[config.mk]
export PLATFORM = sky130hd
export DESIGN_NAME = m_slope_trigger
export DESIGN_NICKNAME = d
export VERILOG_FILES = /design/src/rtl/m_scope_pkg.sv /design/src/rtl/m_delay_line.sv /design/src/rtl/m_slope_trigger.sv
export SDC_FILE = /design/constraint.sdc
export NUM_CORES = 1
export LEC_CHECK = 0
export ABC_AREA = 0
export CAP_MARGIN = 20
export CORE_MARGIN = 2
export CORE_UTILIZATION = 45
export DETAILED_ROUTE_END_ITERATION = 12
export PLACE_DENSITY = 0.81
export SLEW_MARGIN = 25
export SYNTH_ARGS = -nofsm -noshare
export SYNTH_HDL_FRONTEND = slang
export SYNTH_HIERARCHICAL = 1
export SYNTH_SLANG_ARGS = --single-unit
[constraint.sdc]
create_clock -name clk -period 8.3 [get_ports clk]
set_input_delay 1.66 -clock clk [delete_from_list [all_inputs] [get_ports clk]]
set_output_delay 1.66 -clock clk [all_outputs]
set_load 0.1 [all_outputs]
[src/rtl/m_scope_pkg.sv]
// Shared encodings for the scope trigger path: trigger modes and trigger FSM states.
package m_scope_pkg;

  typedef enum logic [1:0] {
    MODE_OFF  = 2'b00,
    MODE_RISE = 2'b01,
    MODE_FALL = 2'b10,
    MODE_BOTH = 2'b11
  } trig_mode_e;

  typedef enum logic [1:0] {
    ST_IDLE,
    ST_ARMED,
    ST_HOLDOFF
  } trig_state_e;

endpackage

[src/rtl/m_delay_line.sv]
// Enabled sample shift register with async clear, head/tail taps and a saturating fill flag.
module m_delay_line #(
  parameter int unsigned WIDTH = 8,
  parameter int unsigned DEPTH = 2
) (
  input  logic             clk,
  input  logic             rst_n,
  input  logic             en,
  input  logic [WIDTH-1:0] din,
  output logic [WIDTH-1:0] head,
  output logic [WIDTH-1:0] tail,
  output logic             filled
);

  localparam int unsigned FW = $clog2(DEPTH + 1);

  logic [WIDTH-1:0] d_q [DEPTH];
  logic [WIDTH-1:0] d_d [DEPTH];
  logic [FW-1:0]    fill_q, fill_d;

  always_comb begin
    d_d    = d_q;
    fill_d = fill_q;
    if (en) begin
      d_d[0] = din;
      for (int unsigned k = 1; k < DEPTH; k++) begin
        d_d[k] = d_q[k-1];
      end
      if (fill_q != FW'(DEPTH)) begin
        fill_d = fill_q + FW'(1);
      end
    end
  end

  always_ff @(posedge clk or negedge rst_n) begin
    if (!rst_n) begin
      for (int unsigned k = 0; k < DEPTH; k++) begin
        d_q[k] <= '0;
      end
      fill_q <= '0;
    end else begin
      d_q    <= d_d;
      fill_q <= fill_d;
    end
  end

  assign head   = d_q[0];
  assign tail   = d_q[DEPTH-1];
  assign filled = (fill_q == FW'(DEPTH));

endmodule

[src/rtl/m_slope_trigger.sv]
// Slope trigger: compares each sample with the one SPAN samples earlier and fires a
// one-cycle trigger pulse, with arming, mode select and a holdoff counted in samples.
module m_slope_trigger
  import m_scope_pkg::*;
#(
  parameter int unsigned WIDTH  = 8,
  parameter int unsigned SPAN   = 1,
  parameter int unsigned HOLD_W = 16
) (
  input  logic              clk,
  input  logic              rst_n,
  input  logic [WIDTH-1:0]  in,
  input  logic              in_valid,
  input  logic [1:0]        mode,
  input  logic [WIDTH-1:0]  pos_level,
  input  logic [WIDTH-1:0]  neg_level,
  input  logic [HOLD_W-1:0] holdoff,
  input  logic              arm,
  input  logic              auto_rearm,
  output logic [WIDTH-1:0]  out,
  output logic [WIDTH:0]    delta,
  output logic              positive,
  output logic              negative,
  output logic              trig,
  output logic              armed,
  output logic              busy
);

  logic [WIDTH-1:0] head, tail;
  logic             filled;
  logic [WIDTH:0]   neg_mag;
  logic             tick_q;
  logic             hit;
  trig_mode_e       mode_e;

  trig_state_e       state_q, state_d;
  logic [HOLD_W-1:0] cnt_q, cnt_d;
  logic              trig_q, trig_d;
  logic              armed_q, busy_q;

  m_delay_line #(
    .WIDTH (WIDTH),
    .DEPTH (SPAN + 1)
  ) u_delay (
    .clk    (clk),
    .rst_n  (rst_n),
    .en     (in_valid),
    .din    (in),
    .head   (head),
    .tail   (tail),
    .filled (filled)
  );

  assign mode_e   = trig_mode_e'(mode);
  assign delta    = {1'b0, head} - {1'b0, tail};
  assign neg_mag  = -delta;
  assign positive = filled & ~delta[WIDTH] & (delta[WIDTH-1:0] > pos_level);
  assign negative = filled &  delta[WIDTH] & (neg_mag > {1'b0, neg_level});
  assign out      = tail;

  // tick_q marks the single cycle in which the newest sample's flags are evaluated
  assign hit = tick_q & ((mode[0] & positive) | (mode[1] & negative));

  always_comb begin
    state_d = state_q;
    cnt_d   = cnt_q;
    trig_d  = 1'b0;
    if (mode_e == MODE_OFF) begin
      state_d = ST_IDLE;
      cnt_d   = '0;
    end else begin
      case (state_q)
        ST_IDLE: begin
          if (arm) state_d = ST_ARMED;
        end
        ST_ARMED: begin
          if (hit) begin
            trig_d = 1'b1;
            if (holdoff != '0) begin
              state_d = ST_HOLDOFF;
              cnt_d   = holdoff;
            end else begin
              state_d = auto_rearm ? ST_ARMED : ST_IDLE;
            end
          end
        end
        ST_HOLDOFF: begin
          if (tick_q) begin
            cnt_d = cnt_q - HOLD_W'(1);
            if (cnt_q <= HOLD_W'(1)) begin
              cnt_d   = '0;
              state_d = auto_rearm ? ST_ARMED : ST_IDLE;
            end
          end
        end
        default: state_d = ST_IDLE;
      endcase
    end
  end

  always_ff @(posedge clk or negedge rst_n) begin
    if (!rst_n) begin
      tick_q  <= 1'b0;
      state_q <= ST_IDLE;
      cnt_q   <= '0;
      trig_q  <= 1'b0;
      armed_q <= 1'b0;
      busy_q  <= 1'b0;
    end else begin
      tick_q  <= in_valid;
      state_q <= state_d;
      cnt_q   <= cnt_d;
      trig_q  <= trig_d;
      armed_q <= (state_d == ST_ARMED);
      busy_q  <= (state_d == ST_HOLDOFF);
    end
  end

  assign trig  = trig_q;
  assign armed = armed_q;
  assign busy  = busy_q;

endmodule

Word level (Yosys, flattened, before mapping):

Index checks and enable logic that the tools add are counted.

* register bits after elaboration: 40
* output and inout bits: 22

* $lt $le $gt $ge: 3
* $add $sub $neg: 4
* eq/ne operators: 9
* reduce and logical (&&, ||, !) cells: 6
* mux-type cells: 17
* bitwise gates (word level): 9

Operator list (count)
* 2-to-1 mux 16 bit: 5
* case mux 16 bit (2 select lines): 1
* less-or-equal comparator 16 x 1 -> 1 bit, second input constant: 1
* nonzero test 16 bit: 1
* subtractor 16 x 1 -> 16 bit, second input constant: 1
* 2-to-1 mux 2 bit: 6
* > comparator 9 x 8 -> 1 bit: 1
* inequality test 3 bit, second input constant: 3
* negation 9 bit: 1
* subtractor 8 x 8 -> 9 bit: 1
* > comparator 8 bit: 1
* AND 1 bit: 7
* == test 2 bit, second input constant: 3
* case mux 2 bit (3 select lines): 1
* == test 2 x 1 -> 1 bit, second input constant: 2
* logical NOT 2 bit: 2
* 2-to-1 mux 1 bit: 4
* AND reduction 4 bit: 1
* nonzero test 3 bit: 1
* adder 2 x 1 -> 2 bit, second input constant: 1
* inequality test 2 bit, second input constant: 1
* AND reduction 2 bit: 1
* NOT 1 bit: 1
* OR 1 bit: 1

Depth between registers and ports, before layout:

Gate-level depths: netlist of the first run.

* depth after elaboration: 11
* mapped depth: 20

Hierarchy:

The synthesis of the first run kept the hierarchy.

Modules (own cells, without submodules)
* m_slope_trigger: sequential area each 550.5 µm², times used 1, area an instance 2441.1 µm², cells each 298
* m_delay_line: sequential area each 450.4 µm², times used 1, area an instance 744.5 µm², cells each 42

Worst setup path before layout of the first run:

OpenSTA, ideal clock, no wires.

* kind: register to output
* from: register u_delay.d_q, in the netlist u_delay/tail[2]
* to: output negative
* required time: 6.640 ns
* buffers on the path: 0
* setup slack: 0.440 ns
* arrival time: 6.200 ns
* cell stages (with the launch flop): 15
* cell sequence: dfrtp_1 > inv_1 > ha_1 > a21o_1 > a21oi_2 > xnor2_1 > or3_4 > nor2_1 > xnor2_1 > ha_1 > a21o_1 > a22oi_1 > a31oi_1 > o21ai_0 > a21oi_1

* word-level cells in the longest chain between the ends: 4
* elaborated cells on any way between the ends: 5

RTL lines
* from (decl): line m_delay_line.sv:17 `logic [WIDTH-1:0] d_q [DEPTH];`
* from (signal, indexed assignment): line m_delay_line.sv:38 `d_q[k] <= '0;`
* from (signal assigned): line m_delay_line.sv:42 `d_q <= d_d;`
* subtractor 8 x 8 -> 9 bit: line m_slope_trigger.sv:55 `assign delta = {1'b0, head} - {1'b0, tail};`
* net delta[4]: line m_slope_trigger.sv:21 `output logic [WIDTH:0] delta,`
* negation 9 bit: line m_slope_trigger.sv:56 `assign neg_mag = -delta;`
* > comparator 9 x 8 -> 1 bit: line m_slope_trigger.sv:58 `assign negative = filled & delta[WIDTH] & (neg_mag > {1'b0, neg_level});`
* AND 1 bit: line m_slope_trigger.sv:58
* to (decl): line m_slope_trigger.sv:23 `output logic negative,`

The timed path passes the listed nets, and every way through them passes these cells.

Final worst setup path of the first run:

* from: register u_delay.d_q, in the netlist u_delay/head[0]
* to: output negative

* word-level cells in the longest chain between the ends: 4
* elaborated cells on any way between the ends: 5

RTL lines (line)
* subtractor 8 x 8 -> 9 bit (*): m_slope_trigger.sv:55
* negation 9 bit: m_slope_trigger.sv:56
* > comparator 9 x 8 -> 1 bit: m_slope_trigger.sv:58
* AND 1 bit (*): m_slope_trigger.sv:58

Mark *: on every way between the ends. The rest lies on a longest branch, timed or not.

==> results of run 1 <==
==> sequential cells by signal, indices dropped and copies added, names as in the netlist <==
signal / count
armed: 1
busy: 1
cnt_q: 16
state_q: 2
tick_q: 1
trig: 1
u_delay/fill_q: 2
u_delay/head: 8
u_delay/tail: 8
==> layout make-up <==
| cell class | instances | area [um^2] | area share, % |
|---|---|---|---|
| inverter | 45 | 169 | 4.22 |
| sequential | 40 | 1000 | 25.0 |
| multi-input combinational | 242 | 1910 | 47.8 |
| clock inverter | 3 | 46.3 | 1.16 |
| timing repair buffer | 69 | 683 | 17.1 |
| tap | 96 | 120 | 3.00 |
| clock buffer | 5 | 68.8 | 1.72 |
==> worst max path at each step <==
stage	startpoint	to	slack, ns	depth (start not counted)
6_report	u_delay/head[0]	negative	1.91	16
5_1_grt	u_delay/head[0]	negative	1.69	16
4_1_cts	u_delay/head[0]	negative	1.91	16
3_5_place_dp	u_delay/head[0]	negative	2.26	16
3_3_place_gp	neg_level[3]	negative	2.37	9
2_1_floorplan	u_delay/tail[2]	negative	0.44	14
==> worst max-delay path, delay by kind of cell, from the launching register on <==
kind	cells	cell delay [ns]
fa+ha+maj	3	0.83
simple gates	3	0.79
flops	1	0.41
buf+inv	3	1.25
compound gates	6	0.96
xor+xnor	1	0.16
==> kinds of logic (layout without fill, tap and decap cells) <==
| group | after synthesis | in the layout |
|---|---|---|
| AND/OR/NAND/NOR | 94 | 94 |
| XOR/XNOR | 21 | 21 |
| AO/OA/AOI/OAI | 79 | 79 |
| multiplexers | 19 | 19 |
| flip-flops | 40 | 40 |
| adder cells (fa/ha/maj) | 29 | 29 |
| buffers and inverters | 58 | 122 |
==> synth_stat cells (all sizes together), types with 2 or more instances <==
master	count
or2	3
nor2b	6
o32ai	13
nand3	5
o21a	3
xor2	5
dfrtp	40
nor4	8
and2	3
o22ai	5
or3	4
xnor2	16
or3b	2
nor2	12
a31oi	4
o22a	2
a211oi	2
a21o	7
inv	45
clkbuf	6
o211ai	2
a22oi	8
ha	28
nand4b	2
nand4	4
buf	7
mux2	17
mux2i	2
nand2b	4
a21oi	17
and3	3
o2111ai	2
nand2	15
o21ai	8
nor3	18
==> power by group <==
part,switching (mW),internal [mW]
sequential,0.0310,0.227
clock,0.0768,0.0906
combinational,0.532,0.295
total,0.640,0.612
==> layer usage <==
metal	vias to the layer above	part of all wire (%)
met3	18	6.5
met2	101	50
met1	1394	42
met5	-	0
li1	1357	-
met4	0	2.2
==> metrics by stage <==
step | setup slack (ns) | utilization [%] | power, mW
CTS | 1.91 | 58.6 | 1.25
finish | 1.91 | 58.6 | 1.25
global placement | 2.37 | 56.9 | 1.06
floorplan | 0.440 | - | 0.911
global route | 1.69 | 58.6 | 1.33
detailed placement | 2.26 | 56.9 | 1.08
==> results.cfg, run 1 <==
[placed_design]
placed_cell_area_um2 = 3890
dp.cells = 492
place_congestion = 0.824
numPortBuffers = 68
dp_hpwl_um = 5890

[clocking]
worstSkewPairLatency_ns = 0.30
cts_buffers = 5
cts_sinks = 40
cts_resized = 0
clkSlewWorstSetupHoldPaths_ns = 0.08
cts_root_buf = clkbuf_8
max-clock-path-buffers = 2
cts_tree = done
hold_buffers = 0
cts_setup_buffers = 0
htreeDepth = 2

[timing]
hold_viol = 0
hold_ws_ns = 0.499
fmaxAchievable_ghz = 0.157
fin_crit_ns = 6.39
rsz0062_at_grt = false
finalSetupViolCount = 0
tightest_slew_ns = 1.02
finClkSkew_ns = 0.00816
final-max-slew-violation-count = 0
min_period_over_period_pct = 77.0
fin_tns_setup_ns = 0
slew_headroom_pct = 31.7

[grt]
top_usage_layer = met2
grt_use_total_pct = 20.6
use_met1_pct = 26.4
grt_pass1_vias = 2829
antenna_found_initial = 0
grt_max_degree = 41
grtUsageMet3_pct = 4.24
overflow = 0
grt_pass1_wl_um = 12700
globalRouteMet2Util_pct = 34.6

[die]
io-pin-count = 69
core_um2 = 6830
fp.dieW_um = 88.1
num_rows = 30
dieArea_um2 = 7770
die_h_um = 88.1
start_util_pct = 46.6

[run_status]
outcome = finished clean

[drt]
wire_per_inst_um = 15.4
drt_iter0_drc = 183
firstDrtPassIters = 4
drc = 0
ant_nets = 0
drt_wl_total_um = 7690
num_vias = 2870
viasPerCell = 5.74

[synthesis]
synth_top_cell_by_area = dfrtp_1
yosys.area_share.adder_pct = 11.6
muxShareOfSynthArea_pct = 7.82
synth-compound-area-share_pct = 17.8
yosys.area_share.simple_pct = 17.1
syn_area_um2 = 3190
synth_flop_cell = dfrtp_1
synth_xor_xnor_area_share_pct = 5.77
synth_top_family_by_area = compound AO/OA/AOI/OAI gates
avgSynthCellArea_um2 = 9.37
ys_seq_area_share_pct = 31.4
synth.distinct_cells = 57
ys_top_cells_by_area = dfrtp_1 (31%), ha_1 (11%), inv_1 (5.3%)
synth_top_area_share_pct = 31.4
async_reset_ff_share_pct = 100
synthCells = 340
synth-edff-count = 0
ys_ff_latch = 40
syn-num-nets = 416
yosysWarnings = 6

[finish]
layout_common_cells = clkdlybuf4s50_1 (67), inv_1 (45), dfrtp_1 (40), ha_1 (28)
final_cell_count_no_fill = 500
layout-drive-gt1-share_pct = 9.41
diodes = 0
final_nets = 479
fin_area_um2 = 4000
layout_commonest_cell = clkdlybuf4s50_1
num-fill-cells = 589
syn2layout_area_growth_pct = 25.6

[job]
maxCapViolations = 0

[worst_hold_path]
hold_depth = 1
min_from = u_delay/fill_q[0]
hp-class = flop to flop
holdPathEnd = u_delay/fill_q[0]

[critical_path]
worstReg2RegStart = u_delay/head[0]
crit_fanout = 5
path_class = flop to output port
arrival_ns = 4.73
required_ns = 6.64
cp-start-kind = flop
r2r_cells = 18
cp_slowest_cell = clkdlybuf4s50_1
end_kind = output port
crit_chain = inv_1, ha_1, inv_1, fa_1, a21o_1, a21oi_2, xnor2_1, or3_4, and2_1, ha_1, and3_1, o21ai_0, a31oi_1, o21ai_0, a21oi_1, clkdlybuf4s50_1
r2r_end = cnt_q[14]
ff2ff_setup_slack_ns = 3.64
max_stage_delay_ns = 1.14

[power_and_ir_drop]
power_density_nw_per_um2 = 313
vdd_drop_max_v = 0.000169
p_leak_nw = 1.80
Power figures use the tool's default switching activity.
==> run 2, diff against run 1 <==
==> constraint.sdc (replaced) <==
create_clock -name clk -period 5.9 [get_ports clk]
set_input_delay 1.18 -clock clk [delete_from_list [all_inputs] [get_ports clk]]
set_output_delay 1.18 -clock clk [all_outputs]
set_load 0.1 [all_outputs]
==> results.cfg, run 2 (synthesis results as in run 1) <==
[clocking]
clkSlewWorstSetupHoldPaths_ns = 0.08
cts_buffers = 5
cts_sinks = 40
worstSkewPairLatency_ns = 0.30
cts_root_buf = clkbuf_8
max-clock-path-buffers = 2
hold_buffers = 0
htreeDepth = 2
cts_tree = done
cts_setup_buffers = 0
cts_resized = 0

[power_and_ir_drop]
p_leak_nw = 1.82
power_density_nw_per_um2 = 440
vdd_drop_max_v = 0.000226
fin_total_pwr_mw = 1.78

[die]
io-pin-count = 69
num_rows = 30
die_h_um = 88.1
start_util_pct = 46.6
dieArea_um2 = 7770
fp.dieW_um = 88.1
core_um2 = 6830

[job]
maxCapViolations = 0

[timing]
tightest_slew_ns = 1.01
hold_viol = 0
final-max-slew-violation-count = 0
final.setup.worst_slack_ns = 0.779
finalSetupViolCount = 0
rsz0062_at_grt = false
hold_ws_ns = 0.497
slew_headroom_pct = 32.3
fin_tns_setup_ns = 0
finClkSkew_ns = 0.0139
fmaxAchievable_ghz = 0.195
min_period_over_period_pct = 86.8
fin_crit_ns = 5.12

[placed_design]
numPortBuffers = 68
dp_hpwl_um = 5910
pre_cts_ws_ns = 1.11
place_congestion = 0.829
placed_cell_area_um2 = 3920
dp.cells = 492

[run_status]
outcome = finished clean

[drt]
ant_nets = 0
firstDrtPassIters = 4
drt_wl_total_um = 7610
drc = 0
drt_iter0_drc = 135
viasPerCell = 5.66
wire_per_inst_um = 15.2
num_vias = 2832

[grt]
grt_max_degree = 41
antenna_found_initial = 0
grt_pass1_vias = 2752
grt_use_total_pct = 20.3
grt_pass1_wl_um = 12500
overflow = 0

[critical_path]
cp-start-kind = flop
crit_fanout = 5
path_buf_inv = 3
cp_slowest_cell = or3_4
arrival_ns = 3.94
end_kind = output port
ff2ff_setup_slack_ns = 1.44
required_ns = 4.72
cp_top_family = compound AO/OA/AOI/OAI gates
max_stage_delay_ns = 0.41
path_class = flop to output port
crit_chain = inv_1, ha_1, inv_1, fa_1, a21o_1, a21oi_2, xnor2_2, or3_4, nor2_1, xnor2_1, ha_1, a21o_1, a22oi_1, a31oi_1, o21ai_0, a21oi_4, buf_4

[finish]
syn2layout_area_growth_pct = 27.0
utilization_pct = 59.2
layout-drive-gt1-share_pct = 10.6
diodes = 0
multi_input_area_um2 = 1960
layout_commonest_cell = clkdlybuf4s50_1
seq_area_um2 = 1000
final_cell_count_no_fill = 500
largest_reg_flops = 16
final_nets = 479
fin_area_um2 = 4050
num-fill-cells = 613
layout_common_cells = clkdlybuf4s50_1 (65), inv_1 (45), dfrtp_1 (40), ha_1 (28), nor3_1 (16)
largest_register = cnt_q

[worst_hold_path]
hp-class = flop to flop
[run 2: final cells by class]
| cell class | count | share of cell area, % |
|---|---|---|
| clock buffer | 6 | 2.04 |
| clock inverter | 2 | 0.959 |
| inverter | 45 | 4.17 |
| multi-input combinational | 242 | 48.4 |
| sequential | 40 | 24.7 |
| tap | 96 | 2.97 |
| timing repair buffer | 69 | 16.8 |
[run 2: worst register-to-register path: cells and delay by family, from the launching register on]
family | cells | cell delay [ns]
xor+xnor | 2 | 0.24
fa+ha+maj | 3 | 0.81
flops | 1 | 0.40
buf+inv | 2 | 0.11
simple gates | 3 | 1.05
compound gates | 8 | 1.75
[run 2: per-layer routing]
metal  track usage, %  wire (um)  part of all wire (%)  vias to the layer above
li1                 -          -                     -                     1363
met1             26.2       3250                    43                     1356
met2             33.1       3750                    49                       90
met3             4.81        427                   5.6                       23
met4             7.85        191                   2.5                        0
met5                0          0                     0                        -
[run 2: power breakdown]
part           switching, mW  internal, mW  total [mW]
clock network          0.104         0.138       0.242
logic                  0.755         0.420        1.18
registers             0.0433         0.319       0.362
[run 2: worst paths after layout]
path / depth (start not counted) / to / startpoint
worst max-delay path: 17 / negative / u_delay/head[0]
worst max register to register: 18 / cnt_q[1] / u_delay/head[0]
max in group asynchronous: 1 / u_delay/head[4] / rst_n
min in group asynchronous: 1 / cnt_q[9] / rst_n
worst min register to register: 1 / u_delay/fill_q[0] / u_delay/fill_q[0]
worst min-delay path: 1 / u_delay/fill_q[0] / u_delay/fill_q[0]
